<file path="src/rtl/fetch_queue_unit.sv">
// fetch_queue_unit: IF-stage front end that owns the PC.
//   It issues in-order instruction-memory requests and prefetches into a DEPTH-entry FIFO.
//   The FIFO head is presented to IF/ID through a valid/ready handshake.
//   A redirect flushes the FIFO and discards any responses that are still in flight.
//
// Ports
//   clk_i, reset_i        clock; asynchronous active-high reset
//   enable_i              0 blocks new requests; responses and pops still proceed
//   imem_req_o/addr_o     request (memory always accepts), word-aligned address
//   imem_rvalid_i/rdata_i in-order responses
//   redirect_i/pc_i       one-cycle flush and refetch from redirect_pc_i
//   id_ready_i            IF/ID can accept
//   id_valid_o/instr_o/pc4_o  registered FIFO head
//   stat_stall_cnt_o, stat_drop_cnt_o  only when FETCH_QUEUE_STAT_EN is defined
//
// Optional feature macro: FETCH_QUEUE_STAT_EN (saturating stall/drop counters).

`timescale 1ns/1ps

module fetch_queue_unit #(
  parameter int unsigned        DATA_W   = 32,
  parameter int unsigned        ADDR_W   = 32,
  parameter int unsigned        DEPTH    = 4,
  parameter logic [ADDR_W-1:0]  RESET_PC = '0
) (
  input  logic              clk_i,
  input  logic              reset_i,
  input  logic              enable_i,
  output logic              imem_req_o,
  output logic [ADDR_W-1:0] imem_addr_o,
  input  logic              imem_rvalid_i,
  input  logic [DATA_W-1:0] imem_rdata_i,
  input  logic              redirect_i,
  input  logic [ADDR_W-1:0] redirect_pc_i,
  input  logic              id_ready_i,
  output logic              id_valid_o,
  output logic [DATA_W-1:0] id_instr_o,
  output logic [ADDR_W-1:0] id_pc4_o
`ifdef FETCH_QUEUE_STAT_EN
  ,
  output logic [31:0]       stat_stall_cnt_o,
  output logic [31:0]       stat_drop_cnt_o
`endif
);

  localparam int unsigned PtrW = (DEPTH > 1) ? $clog2(DEPTH) : 1;
  localparam int unsigned CntW = PtrW + 1;
  localparam logic [ADDR_W-1:0] AlignMask = ~ADDR_W'(3);
  localparam logic [ADDR_W-1:0] ResetPcAl = RESET_PC & AlignMask;
  localparam logic [CntW:0]     DepthC    = (CntW + 1)'(DEPTH);

  // Held low while in reset, so the first request lands in the cycle after the first
  // edge that follows reset release.
  logic              started_q;
  logic [ADDR_W-1:0] pc_q, pc_d;
  logic [CntW-1:0]   count_q, count_d;
  logic [CntW-1:0]   out_q, out_d;
  logic [CntW-1:0]   drop_q, drop_d;
  logic [PtrW-1:0]   wr_q, wr_d, rd_q, rd_d;
  logic [PtrW-1:0]   twr_q, twr_d, trd_q, trd_d;

  logic [DATA_W-1:0] instr_mem_q [DEPTH];
  logic [ADDR_W-1:0] pc4_mem_q   [DEPTH];
  // Address of every in-flight request, popped in response order.
  logic [ADDR_W-1:0] tag_mem_q   [DEPTH];

  logic issue, resp_ok, discard, push, pop;

  always_comb begin
    issue   = started_q & enable_i & ~redirect_i &
              (({1'b0, count_q} + {1'b0, out_q}) < DepthC);
    // A response with nothing outstanding is a protocol error and is ignored.
    resp_ok = imem_rvalid_i & (out_q != '0);
    // A response in the redirect cycle belongs to the old path as well.
    discard = resp_ok & (redirect_i | (drop_q != '0));
    push    = resp_ok & ~discard;
    pop     = id_valid_o & id_ready_i & ~redirect_i;
  end

  always_comb begin
    pc_d    = pc_q;
    count_d = count_q;
    out_d   = out_q + CntW'(issue) - CntW'(resp_ok);
    drop_d  = drop_q;
    wr_d    = wr_q;
    rd_d    = rd_q;
    twr_d   = twr_q + PtrW'(issue);
    trd_d   = trd_q + PtrW'(resp_ok);
    if (redirect_i) begin
      pc_d    = redirect_pc_i & AlignMask;
      count_d = '0;
      wr_d    = '0;
      rd_d    = '0;
      // Everything still outstanding after this cycle is on the old path.
      drop_d  = out_q - CntW'(resp_ok);
    end else begin
      if (issue) begin
        pc_d = pc_q + ADDR_W'(4);
      end
      count_d = count_q + CntW'(push) - CntW'(pop);
      wr_d    = wr_q + PtrW'(push);
      rd_d    = rd_q + PtrW'(pop);
      drop_d  = drop_q - CntW'(discard);
    end
  end

  always_ff @(posedge clk_i or posedge reset_i) begin
    if (reset_i) begin
      started_q <= 1'b0;
      pc_q      <= ResetPcAl;
      count_q   <= '0;
      out_q     <= '0;
      drop_q    <= '0;
      wr_q      <= '0;
      rd_q      <= '0;
      twr_q     <= '0;
      trd_q     <= '0;
    end else begin
      started_q <= 1'b1;
      pc_q      <= pc_d;
      count_q   <= count_d;
      out_q     <= out_d;
      drop_q    <= drop_d;
      wr_q      <= wr_d;
      rd_q      <= rd_d;
      twr_q     <= twr_d;
      trd_q     <= trd_d;
    end
  end

  // Storage arrays need no reset: the outputs are gated by the reset-cleared count.
  always_ff @(posedge clk_i) begin
    if (issue) begin
      tag_mem_q[twr_q] <= pc_q;
    end
    if (push) begin
      instr_mem_q[wr_q] <= imem_rdata_i;
      pc4_mem_q[wr_q]   <= tag_mem_q[trd_q] + ADDR_W'(4);
    end
  end

  always_comb begin
    imem_req_o  = issue;
    imem_addr_o = pc_q;
    id_valid_o  = (count_q != '0);
    id_instr_o  = id_valid_o ? instr_mem_q[rd_q] : '0;
    id_pc4_o    = id_valid_o ? pc4_mem_q[rd_q]   : '0;
  end

`ifdef FETCH_QUEUE_STAT_EN
  logic [31:0] stall_cnt_q, drop_cnt_q;

  always_ff @(posedge clk_i or posedge reset_i) begin
    if (reset_i) begin
      stall_cnt_q <= '0;
      drop_cnt_q  <= '0;
    end else begin
      if (id_valid_o && !id_ready_i && (stall_cnt_q != '1)) begin
        stall_cnt_q <= stall_cnt_q + 32'd1;
      end
      if (discard && (drop_cnt_q != '1)) begin
        drop_cnt_q <= drop_cnt_q + 32'd1;
      end
    end
  end

  assign stat_stall_cnt_o = stall_cnt_q;
  assign stat_drop_cnt_o  = drop_cnt_q;
`endif

endmodule
</file>
<file path="config.mk">
export PLATFORM = sky130hd
export DESIGN_NAME = fetch_queue_unit
export DESIGN_NICKNAME = d
export VERILOG_FILES = /design/src/rtl/fetch_queue_unit.sv
export SDC_FILE = /design/constraint.sdc
export NUM_CORES = 1
export LEC_CHECK = 0
export CELL_PAD_IN_SITES_DETAIL_PLACEMENT = 1
export CELL_PAD_IN_SITES_GLOBAL_PLACEMENT = 1
export CORE_MARGIN = 5
export CORE_UTILIZATION = 55
export CTS_BUF_LIST = sky130_fd_sc_hd__clkbuf_8
export CTS_CLUSTER_DIAMETER = 50
export DETAILED_ROUTE_END_ITERATION = 8
export GPL_TIMING_DRIVEN = 1
export PLACE_DENSITY_LB_ADDON = 0.1
export REMOVE_ABC_BUFFERS = 1
export SLEW_MARGIN = 10
export SYNTH_ARGS = -nofsm -noshare
export SYNTH_HDL_FRONTEND = slang
export SYNTH_SLANG_ARGS = --single-unit
</file>
<file path="constraint.sdc">
create_clock -name clk_i -period 10.6 [get_ports clk_i]
set_input_delay 2.65 -clock clk_i [delete_from_list [all_inputs] [get_ports clk_i]]
set_output_delay 2.65 -clock clk_i [all_outputs]
set_load 0.01 [all_outputs]
</file>
# --- Yosys cells after proc, flatten, opt, wreduce, memory -nomap -nowiden ---
# Memories as Yosys holds them, arrays and structs flattened.
# Index checks and enable logic that the tools add are counted.
totals:
  reg_bits: 50
  mem_bits_rw: 384
  out_inout_bits: 98
  wordCells: 53
  n_memories: 3
memory_table:
  columns: ["memory", "words", "word_bits", "read_ports", "rd_clocked_by_memory_dff", "write_ports", "line", "text"]
  rows:
  - ["instr_mem_q", 4, 32, 1, 0, 1, "62", "logic [DATA_W-1:0] instr_mem_q [DEPTH];"]
  - ["pc4_mem_q", 4, 32, 1, 0, 1, "63", "logic [ADDR_W-1:0] pc4_mem_q [DEPTH];"]
  - ["tag_mem_q", 4, 32, 1, 0, 1, "65", "logic [ADDR_W-1:0] tag_mem_q [DEPTH];"]
op_classes:
  add_sub_neg: 13
  order_cmp: 1
  n_mux: 12
  bitwise_logic: 11
  reduce_logical: 4
ops:
  columns: ["op", "count"]
  rows:
  - ["32-bit 2-to-1 mux", 4]
  - ["32-bit by 3-bit adder with 32-bit output (second input constant)", 2]
  - ["3-bit by 1-bit subtractor with 3-bit output", 4]
  - ["3-bit nonzero test", 3]
  - ["2-bit by 1-bit adder with 2-bit output", 4]
  - ["1-bit bitwise AND", 8]
  - ["3-bit by 1-bit adder with 3-bit output", 2]
  - ["3-bit 2-to-1 mux", 2]
  - ["3-bit by 3-bit adder with 4-bit output", 1]
  - ["4-bit by 3-bit < comparator with 1-bit output (second input constant)", 1]
  - ["1-bit 2-to-1 mux", 4]
  - ["2-bit 2-to-1 mux", 2]
  - ["1-bit NOT", 2]
  - ["2-bit nonzero test", 1]
  - ["1-bit bitwise OR", 1]

# --- Depth between registers and ports, before layout ---
logic_depth:
  ltp_word: 8
  mapped_depth: 11
  mapped_depth_nobuf: 10

# --- Least setup slack after synthesis ---
# No wires, ideal clock.
synth_timing:
  path_type: "in2reg"
  start: "input redirect_i"
  end: "memory instr_mem_q[1][0] (enable)"
  setup_ns: 0.571
  t_arrival_ns: 7.902
  setup_slack_ns: 2.127
  path_stages: 4
  n_path_buf: 1
  cell_sequence: "clkbuf_1 -> nor4_1 -> nand2_1 -> nor3b_1"
synth_between:
  elab_chain_cells: 6
synth_rtl:
  columns: ["item", "line", "text"]
  rows:
  - ["from (decl)", "33", "input logic redirect_i,"]
  - ["1-bit bitwise OR", "75", "discard = resp_ok & (redirect_i | (drop_q != '0));"]
  - ["1-bit bitwise AND", "75", null]
  - ["1-bit NOT", "76", "push = resp_ok & ~discard;"]
  - ["1-bit bitwise AND", "76", null]
  - ["1-bit 2-to-1 mux", "136", "if (push) begin"]
  - ["1-bit 2-to-1 mux (not written as such)", "137", "instr_mem_q[wr_q] <= imem_rdata_i;"]
  - ["to (decl)", "62", null]
# Every way passes these cells.

# --- Worst setup path after layout ---
layout_timing:
  start: "input redirect_i"
  end: "output imem_req_o"
layout_between:
  elab_chain_cells: 3
layout_rtl:
  columns: ["item", "line", "text"]
  rows:
  - ["1-bit NOT", "70", "issue = started_q & enable_i & ~redirect_i &"]
  - ["1-bit bitwise AND (2 in a row)", "70", null]
  - ["to (decl)", "29", "output logic imem_req_o,"]
# Every way passes these cells.

==> results.md <==
* Synth Area per Inst at about 18 um^2
* Chip Width at between 150 and 200 um
* Max Fclk at between 100 and 150 MHz
* Port bufs at ~160
* Yosys top cell area share at 64.8%
* Seq pwr share at 46.4%
* Global route overflow at 0
* Slew Limit Fails at 0
* Finished Layout Cells at between 1500 and 2000
* #FFs+latches synth at roughly 420
* Detailed Route Iter0 Violations at roughly 590
* Final nets at 1232
* Final min period at about 6.9 ns
* Initial Utilization at a little under three fifths
* Async S/R FF share, synth at a little under an eighth
* Synthesized cell area at ~17000 um^2
* Seq/Total Area, Yosys at approximately 72%
* Critical Path Fanout Max at 47
* Peak supply drop at approximately 0.00012 V
* RD Place Congestion at 0.762
* RSZ-0062 raised after global routing: false
* Via count at roughly 9200
* Period utilisation layout at 65.1%
* Crit end category: output pin
* TNS Setup at 0 ns
* Via density at between 5 and 6
* Most used cell, CP: buf_4
* H-tree Lvls at 3
* GRT Total Usage at between 20% and 30%
* Gate power share at between 20% and 30%
* Layout Skew at roughly 0.021 ns
* Residual DRC at 0
* CP cell instances: buf_2 > buf_4 > nor2b_1 > nand4_1 > buf_4 > inv_1 > clkdlybuf4s50_1
* Leak at a little under 7 nW
* CORE AREA at between 30000 and 40000 um^2
* Maximum buffer depth of the clock tree at 3
* # rows at 64
* Die height at between 150 and 200 um
* Clock Latency Late Sink at about 0.57 ns
* Largest area contributor in the netlist: edfxtp_1
* CP max stage delay at 0.49 ns
* Vias in the first global route at 10300
* # fillers at between 2000 and 3000
* Crit path buf inv count at 5
* CTS tree: done
* Synth top cells by count: edfxtp_1, mux4_2, nor2b_1, dfrtp_1, nand2_1
* P_sw at around 1.3 mW
* I/O pin total at ~170
* Crit path DAT at approximately 4.3 ns
* Fin. Hold Viols at 0
* CTS sink count at 416
* Root Buffer: clkbuf_8
* Yosys warns at 0
* Cell with the most instances after synthesis: edfxtp_1
* Max Cap Viol at 0
* Worst-Margin Slew at 0.960 ns
* Setup-failing EPs final at 0
* Area growth, synth to finish at 19.4%
* Setup bufs post-CTS at 0
* Min-delay worst type: flip-flop to flip-flop
* WL/cell at roughly 23 um
* Largest delay contributor family on the critical path: buffers and inverters
* Placed insts at 1471
* Startpoint types: input port
* Number of synthesized flops with an enable pin at 368
* Critical-path top delay cell: clkdlybuf4s50_1
* Layout cells sized above 1 at between 10% and 20%
* Final Util at around two thirds
* Cells after synthesis at approximately 940
* Sw Ratio at approximately 29%
* Ant diodes at 0
* Clock share of power at roughly 28%
* Pin count of the biggest net entering global routing at 64
* Worst slew margin at between 30 and 40%
* Power Dens Cells at between 200 and 250 nW/um^2
* Top post-synthesis cells by area: edfxtp_1, mux4_2, dfrtp_1, nor2b_1, mux4_1
* Main flop type after synthesis: edfxtp_1
* Post-DRT Antenna Nets at 0
* Critical path class: input port to output pin
* CTS buffer count at 67
* Clock Pin Slew Worst Setup and Hold Paths at around 0.06 ns
* Internal power at about 3.2 mW
* Routed WL at around 36 mm
* Post-CTS Resized at 0
* Pre-Repair DR Iteration Count at 5
* Worst Path Required at just under 8 ns
* Synth unique cells at 52
* Post-DP HPWL at between 20 and 25 mm
* First-pass GRT wire length at approximately 57 mm
* Initial antenna violation count at 0
* Die area at approximately 35000 um^2
* Status: completed
* Hold buffers post-CTS at 0
## registers in the layout, summed over array words and instances, names as in the netlist
name	flops
twr_q	2
out_q	3
trd_q	2
wr_q	2
started_q	1
imem_addr_o	30
tag_mem_q	120
count_q	3
instr_mem_q	128
drop_q	3
rd_q	2
pc4_mem_q	120
## worst paths after layout
| check | startpoint | endpoint | slack [ns] | cells past startpoint |
|---|---|---|---|---|
| max | redirect_i | imem_req_o | 3.70 | 7 |
| min | twr_q[1] | twr_q[1] | 0.58 | 1 |
| max reg2reg | trd_q[0] | pc4_mem_q[1][30] | 7.27 | 6 |
| min reg2reg | twr_q[1] | twr_q[1] | 0.58 | 1 |
| max in group asynchronous | reset_i | rd_q[0] | 7.55 | 3 |
| min in group asynchronous | reset_i | drop_q[2] | 2.57 | 3 |
## stage by stage
| stage | instance area (um^2) | setup WS [ns] | power (mW) | hold slack (ns) |
|---|---|---|---|---|
| floorplan | 16800 | 2.32 | 2.78 | 0.494 |
| global placement | 19100 | 3.66 | 3.23 | 0.544 |
| detailed placement | 19100 | 3.69 | 3.29 | 0.580 |
| CTS | 20400 | 3.67 | 4.57 | 0.587 |
| global route | 20400 | 3.56 | 4.75 | 0.626 |
| finish | 20400 | 3.70 | 4.50 | 0.579 |
## power by group through the flow
stage / registers (mW) / clock network, mW / logic (mW)
2_1_floorplan: 2.13 / 0 / 0.646
3_3_place_gp: 2.11 / 0 / 1.11
3_5_place_dp: 2.13 / 0 / 1.16
4_1_cts: 2.09 / 1.31 / 1.17
5_1_grt: 2.11 / 1.40 / 1.24
6_report: 2.09 / 1.27 / 1.14
## placed cells by master (no fill, tap or decap), types with 26 or more instances in the layout
master,n
clkbuf_8,75
clkdlybuf4s50_1,160
dfrtp_1,46
edfxtp_1,368
inv_1,48
mux4_2,83
nand2_1,47
nand3_1,37
nor2_1,26
nor2b_1,69
xnor2_1,26
## cells by family (layout without fill, tap and decap cells)
kind of cell	count (synthesis)	count (layout)	synth area share, %
flip-flops	416	416	71.9
XOR/XNOR	39	39	2.00
AND/OR/NAND/NOR	241	241	7.89
AO/OA/AOI/OAI	60	60	2.45
multiplexers	96	96	12.6
adder cells (fa/ha/maj)	18	18	1.41
other	2	5	0.0441
buffers and inverters	65	315	1.73
## per-layer routing
| layer | GRT usage (%) | wire (um) |
|---|---|---|
| met5 | 0 | 0 |
| met1 | 28.3 | 15200 |
| met3 | 3.99 | 1950 |
| met4 | 6.53 | 657 |
| met2 | 36.2 | 18100 |
## cell type report
type | count | area [um^2] | share of cell area [%]
Multi-Input combinational cell | 459 | 4550 | 22.3
Clock buffer | 75 | 1030 | 5.07
Tap cell | 396 | 495 | 2.43
Timing Repair Buffer | 179 | 1740 | 8.56
Clock inverter | 40 | 201 | 0.990
Sequential cell | 416 | 12300 | 60.2
Inverter | 21 | 78.8 | 0.387
Power figures use the tool's default switching activity.
